--- src/rtl/key_entry_pkg.sv ---
// key_entry_pkg: shared state/command encodings and press-priority helper for key_entry_ctrl.
package key_entry_pkg;
  localparam int MAX_KEYS = 8;
  typedef enum logic [1:0] {EMPTY, ENTRY, FULL, PRESENT} state_t;
  typedef enum logic [2:0] {NONE, DIGIT, BKSP, CLEAR, COMMIT} cmd_t;
  typedef struct packed {
    logic       vld;
    logic [2:0] idx;
  } pick_t;
  function automatic pick_t lowest_press(input logic [MAX_KEYS-1:0] p);
    pick_t r;
    r = '0;
    for (int i = MAX_KEYS - 1; i >= 0; i--)
      if (p[i]) begin
        r.vld = 1'b1;
        r.idx = 3'(i);
      end
    return r;
  endfunction
endpackage

--- src/rtl/key_entry_ctrl_debounce.sv ---
// key_debounce: 2-flop synchroniser plus counting debouncer; one-cycle press pulse on accepted fall.
module key_debounce #(
  parameter int DEBOUNCE_CYCLES = 500000
) (
  input  logic clk,
  input  logic rst,
  input  logic key,
  output logic press
);
  localparam int CW = $clog2(DEBOUNCE_CYCLES);
  logic [1:0]    sync;
  logic          stable;
  logic [CW-1:0] cnt;
  logic          done;
  assign done  = cnt == CW'(DEBOUNCE_CYCLES - 1);
  assign press = stable & ~sync[1] & done;
  // cnt counts consecutive samples that disagree with the debounced level
  always_ff @(posedge clk or posedge rst)
    if (rst) begin
      sync   <= 2'b11;
      stable <= 1'b1;
      cnt    <= '0;
    end else begin
      sync   <= {sync[0], key};
      stable <= (sync[1] != stable && done) ? sync[1] : stable;
      cnt    <= (sync[1] == stable || done) ? '0 : cnt + CW'(1);
    end
endmodule

--- src/rtl/key_entry_ctrl.sv ---
// key_entry_ctrl: debounced push-button BCD code entry with commit handshake.
// Optional idle timeout enabled by defining KEY_ENTRY_TIMEOUT_EN.
module key_entry_ctrl
  import key_entry_pkg::*;
#(
  parameter int DIGITS          = 4,
  parameter int NKEYS           = 4,
  parameter int DEBOUNCE_CYCLES = 500000,
  parameter int TIMEOUT_CYCLES  = 250000000
) (
  input  logic                         CLOCK_50,
  input  logic                         RESET,
  input  logic [NKEYS-1:0]             KEY,
  input  logic                         SW_MOD,
  output logic [4*DIGITS-1:0]          code,
  output logic [$clog2(DIGITS+1)-1:0]  count,
  output logic                         code_valid,
  input  logic                         code_ready,
  output logic                         err
);
  localparam int DW = 4 * DIGITS;
  localparam int CW = $clog2(DIGITS + 1);
  logic [NKEYS-1:0] press;
  pick_t            pick;
  cmd_t             cmd;
  logic [3:0]       digit;
  state_t           state, state_n;
  logic [DW-1:0]    code_n;
  logic [CW-1:0]    count_n;
  logic             err_n;
  logic             timeout;
  for (genvar k = 0; k < NKEYS; k++) begin : g_key
    key_debounce #(.DEBOUNCE_CYCLES(DEBOUNCE_CYCLES)) u_db (
      .clk  (CLOCK_50),
      .rst  (RESET),
      .key  (KEY[k]),
      .press(press[k])
    );
  end
  always_comb begin
    pick  = lowest_press(MAX_KEYS'(press));
    digit = 4'(NKEYS) - 4'(pick.idx);
    cmd   = !pick.vld ? NONE
          : SW_MOD ? (pick.idx == 3'(NKEYS - 1) ? COMMIT : pick.idx == 3'd0 ? CLEAR : NONE)
          : (pick.idx == 3'd0 ? BKSP : DIGIT);
  end
`ifdef KEY_ENTRY_TIMEOUT_EN
  localparam int TW = $clog2(TIMEOUT_CYCLES + 1);
  logic [TW-1:0] idle;
  logic          busy;
  assign busy    = state == ENTRY || state == FULL;
  assign timeout = busy && !pick.vld && idle == TW'(TIMEOUT_CYCLES - 1);
  always_ff @(posedge CLOCK_50 or posedge RESET)
    if (RESET) idle <= '0;
    else idle <= (pick.vld || !busy || timeout) ? '0 : idle + TW'(1);
`else
  assign timeout = 1'b0;
`endif
  always_ff @(posedge CLOCK_50 or posedge RESET)
    if (RESET) begin
      state <= EMPTY;
      code  <= '0;
      count <= '0;
      err   <= 1'b0;
    end else begin
      state <= state_n;
      code  <= code_n;
      count <= count_n;
      err   <= err_n;
    end
  always_comb begin
    state_n = state;
    code_n  = code;
    count_n = count;
    err_n   = 1'b0;
    if (state == PRESENT) begin
      if (code_ready) begin
        state_n = EMPTY;
        code_n  = '0;
        count_n = '0;
      end
    end else begin
      case (cmd)
        DIGIT:
          if (state == FULL) err_n = 1'b1;
          else begin
            code_n  = (code << 4) | DW'(digit);
            count_n = count + CW'(1);
          end
        BKSP:
          if (state == EMPTY) err_n = 1'b1;
          else begin
            code_n  = code >> 4;
            count_n = count - CW'(1);
          end
        CLEAR: begin
          code_n  = '0;
          count_n = '0;
        end
        COMMIT: err_n = state == EMPTY;
        default: ;
      endcase
      // outside PRESENT the state is a pure function of the digit count
      state_n = (cmd == COMMIT && state != EMPTY) ? PRESENT
              : count_n == '0 ? EMPTY
              : count_n == CW'(DIGITS) ? FULL : ENTRY;
      if (timeout) begin
        state_n = EMPTY;
        code_n  = '0;
        count_n = '0;
      end
    end
  end
  always_comb code_valid = state == PRESENT;
endmodule

--- config.mk ---
export PLATFORM = sky130hd
export DESIGN_NAME = key_entry_ctrl
export DESIGN_NICKNAME = d
export VERILOG_FILES = /design/src/rtl/key_entry_pkg.sv /design/src/rtl/key_entry_ctrl_debounce.sv /design/src/rtl/key_entry_ctrl.sv
export SDC_FILE = /design/constraint.sdc
export NUM_CORES = 1
export LEC_CHECK = 0
export ABC_CLOCK_PERIOD_IN_PS = 5900
export BUFFER_PORTS_ARGS = -buffer_cell sky130_fd_sc_hd__buf_4
export CORE_ASPECT_RATIO = 2
export CORE_MARGIN = 2
export CORE_UTILIZATION = 65
export CTS_BUF_LIST = sky130_fd_sc_hd__clkbuf_2
export DETAILED_ROUTE_END_ITERATION = 6
export PLACE_DENSITY = 0.83
export SLEW_MARGIN = 5
export SYNTH_ARGS = -nofsm -noshare
export SYNTH_HDL_FRONTEND = slang
export SYNTH_SLANG_ARGS = --single-unit
--- constraint.sdc ---
create_clock -name CLOCK_50 -period 5.9 [get_ports CLOCK_50]
set_input_delay 0.295 -clock CLOCK_50 [delete_from_list [all_inputs] [get_ports CLOCK_50]]
set_output_delay 0.295 -clock CLOCK_50 [all_outputs]
set_load 0.005 [all_outputs]
Word-level counts from Yosys, hierarchy flattened

Cells that the tools add are included.

Register bits: 110
Input port bits: 8
Output and inout port bits: 21
Logic and storage cells: 107

Equality and inequality tests: 23
Bitwise gates (word level): 13
Reduce and logical (&&, ||, !) cells: 15
Multiplexer cells: 33
Add/subtract/negate cells: 7

Operators by type and width:

| operator                                                          | count |
|---|---|
| 19-bit by 1-bit adder with 19-bit output, second input constant   | 4 |
| 19-bit == test, second input constant                             | 4 |
| 19-bit 2-to-1 mux                                                 | 4 |
| 16-bit 2-to-1 mux                                                 | 4 |
| 16-bit case mux with 3 select lines                               | 1 |
| 3-bit 2-to-1 mux                                                  | 8 |
| 4-bit 2-to-1 mux                                                  | 4 |
| 16-bit by 4-bit bitwise OR with 16-bit output                     | 1 |
| 2-bit 2-to-1 mux                                                  | 7 |
| 3-bit by 2-bit == test with 1-bit output, second input constant   | 3 |
| 3-bit case mux with 3 select lines                                | 1 |
| 1-bit bitwise AND                                                 | 8 |
| 3-bit == test, second input constant                              | 2 |
| 3-bit zero test                                                   | 2 |
| 3-bit inequality test, second input constant                      | 2 |
| 1-bit logical AND                                                 | 5 |
| 1-bit == test                                                     | 4 |
| 2-bit == test, second input constant                              | 2 |
| 1-bit logical OR                                                  | 4 |
| 1-bit inequality test                                             | 4 |
| 1-bit inverter                                                    | 4 |
| 4-bit AND reduction                                               | 1 |
| 4-bit nonzero test                                                | 1 |
| 3-bit by 3-bit subtractor with 4-bit output, first input constant | 1 |
| 8 further kinds                                                   | 10 |

Longest topological paths before layout

Depth after elaboration: 20
Depth in mapped cells: 16
Gate-level depth less buffers: 15

Modules after synthesis

From an unflattened synthesis, not the netlist that was laid out.

Cell total of the unflattened synthesis: 581
Area total of the unflattened synthesis: 6,037.0 sq um

By module, submodules not included:

| module         | area each (sq um) | times used | cells each |
|---|---|---|---|
| key_debounce   | 1,113.6           | 4          | 107 |
| key_entry_ctrl | 1,582.8           | 1          | 153 |

Worst setup path after synthesis

OpenSTA, ideal clock, no wires.

Path kind: register to register
Start point: register g_key[0].u_db.cnt[0]
End point: register code[12]
Cell stages (with the launch flop): 14
Required time: 5,821 ps
Slack: 2,501 ps
Data arrival time: 3,320 ps
Path through: dfrtp_1 > ha_1 > nand4_1 > nor4_1 > a32oi_1 > nand2b_1 > ha_1 > or3_1 > buf_1 > a21o_1 > nand2_1 > a31oi_1 > buf_2 > mux2i_1

Longest elaborated chain between the ends: 11
Elaborated cells on any way between the ends: 19
Classes of those cells: eq/ne: 7; mux: 8; bitwise: 1; reduce/logical: 3

RTL lines:

| item                                                                                                 | line                                       | text |
|---|---|---|
| start, declared                                                                                      | key_entry_ctrl_debounce.sv:13              | `logic [CW-1:0] cnt;` |
| start signal, assigned                                                                               | key_entry_ctrl_debounce.sv:26              | `cnt <= (sync[1] == stable \|\| done) ? '0 : cnt + CW'(1);` |
| 19-bit == test (*)                                                                                   | key_entry_ctrl_debounce.sv:15              | `assign done = cnt == CW'(DEBOUNCE_CYCLES - 1);` |
| 1-bit bitwise AND (*)                                                                                | key_entry_ctrl_debounce.sv:16              | `assign press = stable & ~sync[1] & done;` |
| 4-bit 2-to-1 mux (*)                                                                                 | key_entry_pkg.sv:14                        | `if (p[i]) begin` |
| 3-bit zero test                                                                                      | key_entry_ctrl.sv:44, key_entry_ctrl.sv:45 |  |
| 2-bit 2-to-1 mux                                                                                     | key_entry_ctrl.sv:44                       | `: SW_MOD ? (pick.idx == 3'(NKEYS - 1) ? COMMIT : pick.idx == 3'd0 ? CLEAR : NONE)` |
| 3-bit 2-to-1 mux (2 in series)                                                                       | key_entry_ctrl.sv:44                       |  |
| 3-bit 2-to-1 mux (*)                                                                                 | key_entry_ctrl.sv:43                       | `cmd = !pick.vld ? NONE` |
| 3-bit by 2-bit == test with 1-bit output or 3-bit by 1-bit == test with 1-bit output (tied branches) | key_entry_ctrl.sv:83                       | `case (cmd)` |
| 3-bit inequality test (no line), or another cell as far along                                        | n/a                                        |  |
| 4-bit AND reduction (no line) or 16-bit 2-to-1 mux (tied branches)                                   | n/a                                        |  |
| end signal, assigned                                                                                 | key_entry_ctrl.sv:67                       | `code <= code_n;` |
| end, declared                                                                                        | key_entry_ctrl.sv:15                       | `output logic [4*DIGITS-1:0] code,` |

Mark *: on every way between the ends. The rest lies on a longest branch, timed or not.
A chain may end at the register's enable or synchronous reset.

Final worst setup path

Start point: register g_key[0].u_db.cnt[0]
End point: register code[5]

Same word-level chain as after synthesis.

==> impl_metrics.json <==
{
  "outcome": "complete, no violations",
  "fin_skew_ns": 0.0261,
  "synth_edf_count": 0,
  "drive_gt1_share_pct": 10.7,
  "yosys-top-cells-area": "dfrtp_1 (43%), xor2_1 (6.7%), nor2_1 (6.2%)",
  "die_x_um": 70.4,
  "hold_viol_final": 0,
  "place_worst_setup_slack_ns": 2.25,
  "critPathRequiredTime_ns": 6.37,
  "finalPower_mw": 1.10,
  "dieArea_mm2": 0.00964,
  "die_h_um": 137,
  "use_met3_pct": 3.76,
  "endpoint_kind": "flop",
  "syn_to_final_growth_pct": 7.37,
  "cp.arrival_ns": 4.22,
  "maxCapViolCount": 0,
  "use_met2_pct": 48.6,
  "finalSetupViolCount": 0,
  "worstHoldPathType": "primary input to asynchronous set/reset pin",
  "path_max_fanout": 16,
  "r2r-end": "code[5]",
  "r2r_cells": 12,
  "ant_nets": 0,
  "grt_pass1_wl_um": 20900,
  "synth_cell_types": 57,
  "nFillCells": 656,
  "synthFlopType": "dfrtp_1",
  "gp_congestion": 0.879,
  "viasPerCell": 6.19,
  "ir_worst_vdd_mv": 0.180,
  "multi_input_area_mm2": 0.00280,
  "seqCellArea_mm2": 0.00277,
  "synth.net_count": 621,
  "overflow": 0,
  "post_drt_wl_per_cell_um": 16.7,
  "ys_ff_latch": 110,
  "num_vias": 4549,
  "grt_max_degree": 75,
  "holdBufCountCts": 6,
  "cts_buffers": 9,
  "critical_path_class": "flop to flop",
  "r2r_start": "g_key[0].u_db.cnt[0]",
  "port_buffers": 28,
  "ys_seq_area_share_pct": 48.3,
  "yosys_warnings": 0,
  "p_leak_nw": 2.82,
  "final_cell_count_no_fill": 735,
  "ioPinCount": 29,
  "min_period_ns": 3.75,
  "grt_pass1_vias": 4548,
  "cts_num_sinks": 110,
  "cts_setup_buffers": 0,
  "worst_setup_path_start_kind": "flop",
  "fin_ws_ns": 2.15,
  "syn-cell-area_mm2": 0.00574,
  "root_buffer": "clkbuf_2",
  "slew_headroom_pct": 27.2,
  "async_reset_ff_share_pct": 100,
  "drv_slew": 0,
  "r2r_setup_slack_ns": 2.15,
  "insertion_delay_ns": 0.57,
  "wl_um": 12300,
  "use_met1_pct": 31.0,
  "path_clk_slew_ns": 0.25,
  "nNetsFinal": 651,
  "post-route-period-util_pct": 63.6,
  "grt.total_usage_pct": 27.1,
  "cts_max_level": 3,
  "syn_inst": 600,
  "drcViolationCount": 0,
  "dp_hpwl_um": 8880,
  "fin_setup_tns_ns": 0,
  "max_freq_mhz": 267,
  "synthTopCellsByCount": "dfrtp_1 (98), nor2_1 (95), nand2_1 (54), xor2_1 (44), nand3_1 (41)",
  "syn_avg_cell_area_um2": 9.56,
  "antenna_found_initial": 1,
  "start_util_pct": 66.8,
  "cts-root-to-sink-buffers": 2,
  "synth.most_common_cell": "dfrtp_1",
  "power_density_mw_per_mm2": 179,
  "tightest_slew_ns": 1.09,
  "cts_resized": 0,
  "first_pass_iters": 4,
  "core_mm2": 0.00859,
  "synth_area_leader_cell": "dfrtp_1",
  "drt-initial-drc-count": 298,
  "rsz0062_at_grt": "false",
  "placedCellCount": 713,
  "top_usage_layer": "met2",
  "cts_tree": "built",
  "yosys.area.top_type_share_pct": 42.8,
  "rows": 48
}
## layout by cell type, fill, tap and decap left out, types with 6 or more instances in the layout
cell | Yosys | layout
clkbuf_2 | 0 | 10
inv_1 | 25 | 24
dfstp_2 | 12 | 12
buf_4 | 0 | 31
nand3_1 | 41 | 41
xor2_1 | 44 | 44
nor3_1 | 9 | 9
or3_1 | 7 | 7
mux2_2 | 6 | 6
nand2_1 | 54 | 54
nor2_1 | 95 | 95
a21o_1 | 7 | 7
dlygate4sd3_1 | 0 | 6
nand4_1 | 16 | 16
a21oi_1 | 15 | 15
o21ai_0 | 13 | 13
and3_1 | 17 | 17
ha_1 | 13 | 13
nor4_1 | 6 | 6
and4_1 | 7 | 7
dfrtp_1 | 98 | 98
xnor2_1 | 20 | 20
## final cells by class
class                           count  area share (%)
Antenna cell                        1          0.0406
Tap cell                          100            2.03
Clock inverter                      5           0.447
Timing Repair Buffer               37            4.75
Inverter                           25            1.56
Sequential cell                   110            44.9
Multi-Input combinational cell    447            45.4
Clock buffer                       10           0.813
## per-stage QoR
stage / util [%] / hold slack, ns / cell area (µm²)
5_1_grt: 71.7 / 0.279 / 6160
3_3_place_gp: 70.1 / 0.341 / 6020
4_1_cts: 71.7 / 0.257 / 6160
3_5_place_dp: 70.1 / 0.348 / 6020
2_1_floorplan: - / 0.299 / 5740
6_report: 71.7 / 0.277 / 6160
## routing by layer
| metal | part of all wire (%) | wire, µm |
|---|---|---|
| met1 | 39 | 4750 |
| met3 | 2.8 | 340 |
| met2 | 55 | 6730 |
| met4 | 3.6 | 442 |
| met5 | 0 | 0 |
## kinds of logic after synthesis
family	Yosys count	share of synthesized area, %
AND/OR/NAND/NOR	280	24.0
flip-flops	110	48.3
AO/OA/AOI/OAI	79	10.1
XOR/XNOR	64	9.77
buffers and inverters	43	2.99
adder cells (fa/ha/maj)	13	2.84
multiplexers	11	2.05
## power breakdown
group          switching (mW)  internal, mW  total (mW)
logic                  0.0323        0.0146      0.0469
registers             0.00751         0.768       0.775
clock network           0.227        0.0525       0.280
## state kept, by name (all words and copies together), names as in the netlist
name / cells
g_key.u_db.cnt: 76
code: 16
g_key.u_db.sync: 8
g_key.u_db.stable: 4
count: 3
state: 2
err: 1
## worst max path at each step
stage / from / end
finish: g_key[0].u_db.cnt[0] / code[5]
global route: g_key[0].u_db.cnt[0] / code[5]
CTS: g_key[0].u_db.cnt[0] / code[5]
detailed placement: g_key[0].u_db.cnt[0] / code[5]
global placement: g_key[0].u_db.cnt[0] / code[7]
floorplan: g_key[0].u_db.cnt[0] / code[12]
## worst max-delay path, stage by stage, from the launching register on
cell,delay [ns]
dfrtp_1,0.43
ha_1,0.25
nand4_1,0.22
nor4_1,0.68
a32oi_1,0.28
nand2b_1,0.22
ha_1,0.23
or3_1,0.27
a21o_1,0.19
nand2_1,0.11
a31oi_1,0.17
buf_4,0.26
mux2_2,0.36
Power figures use the tool's default switching activity.
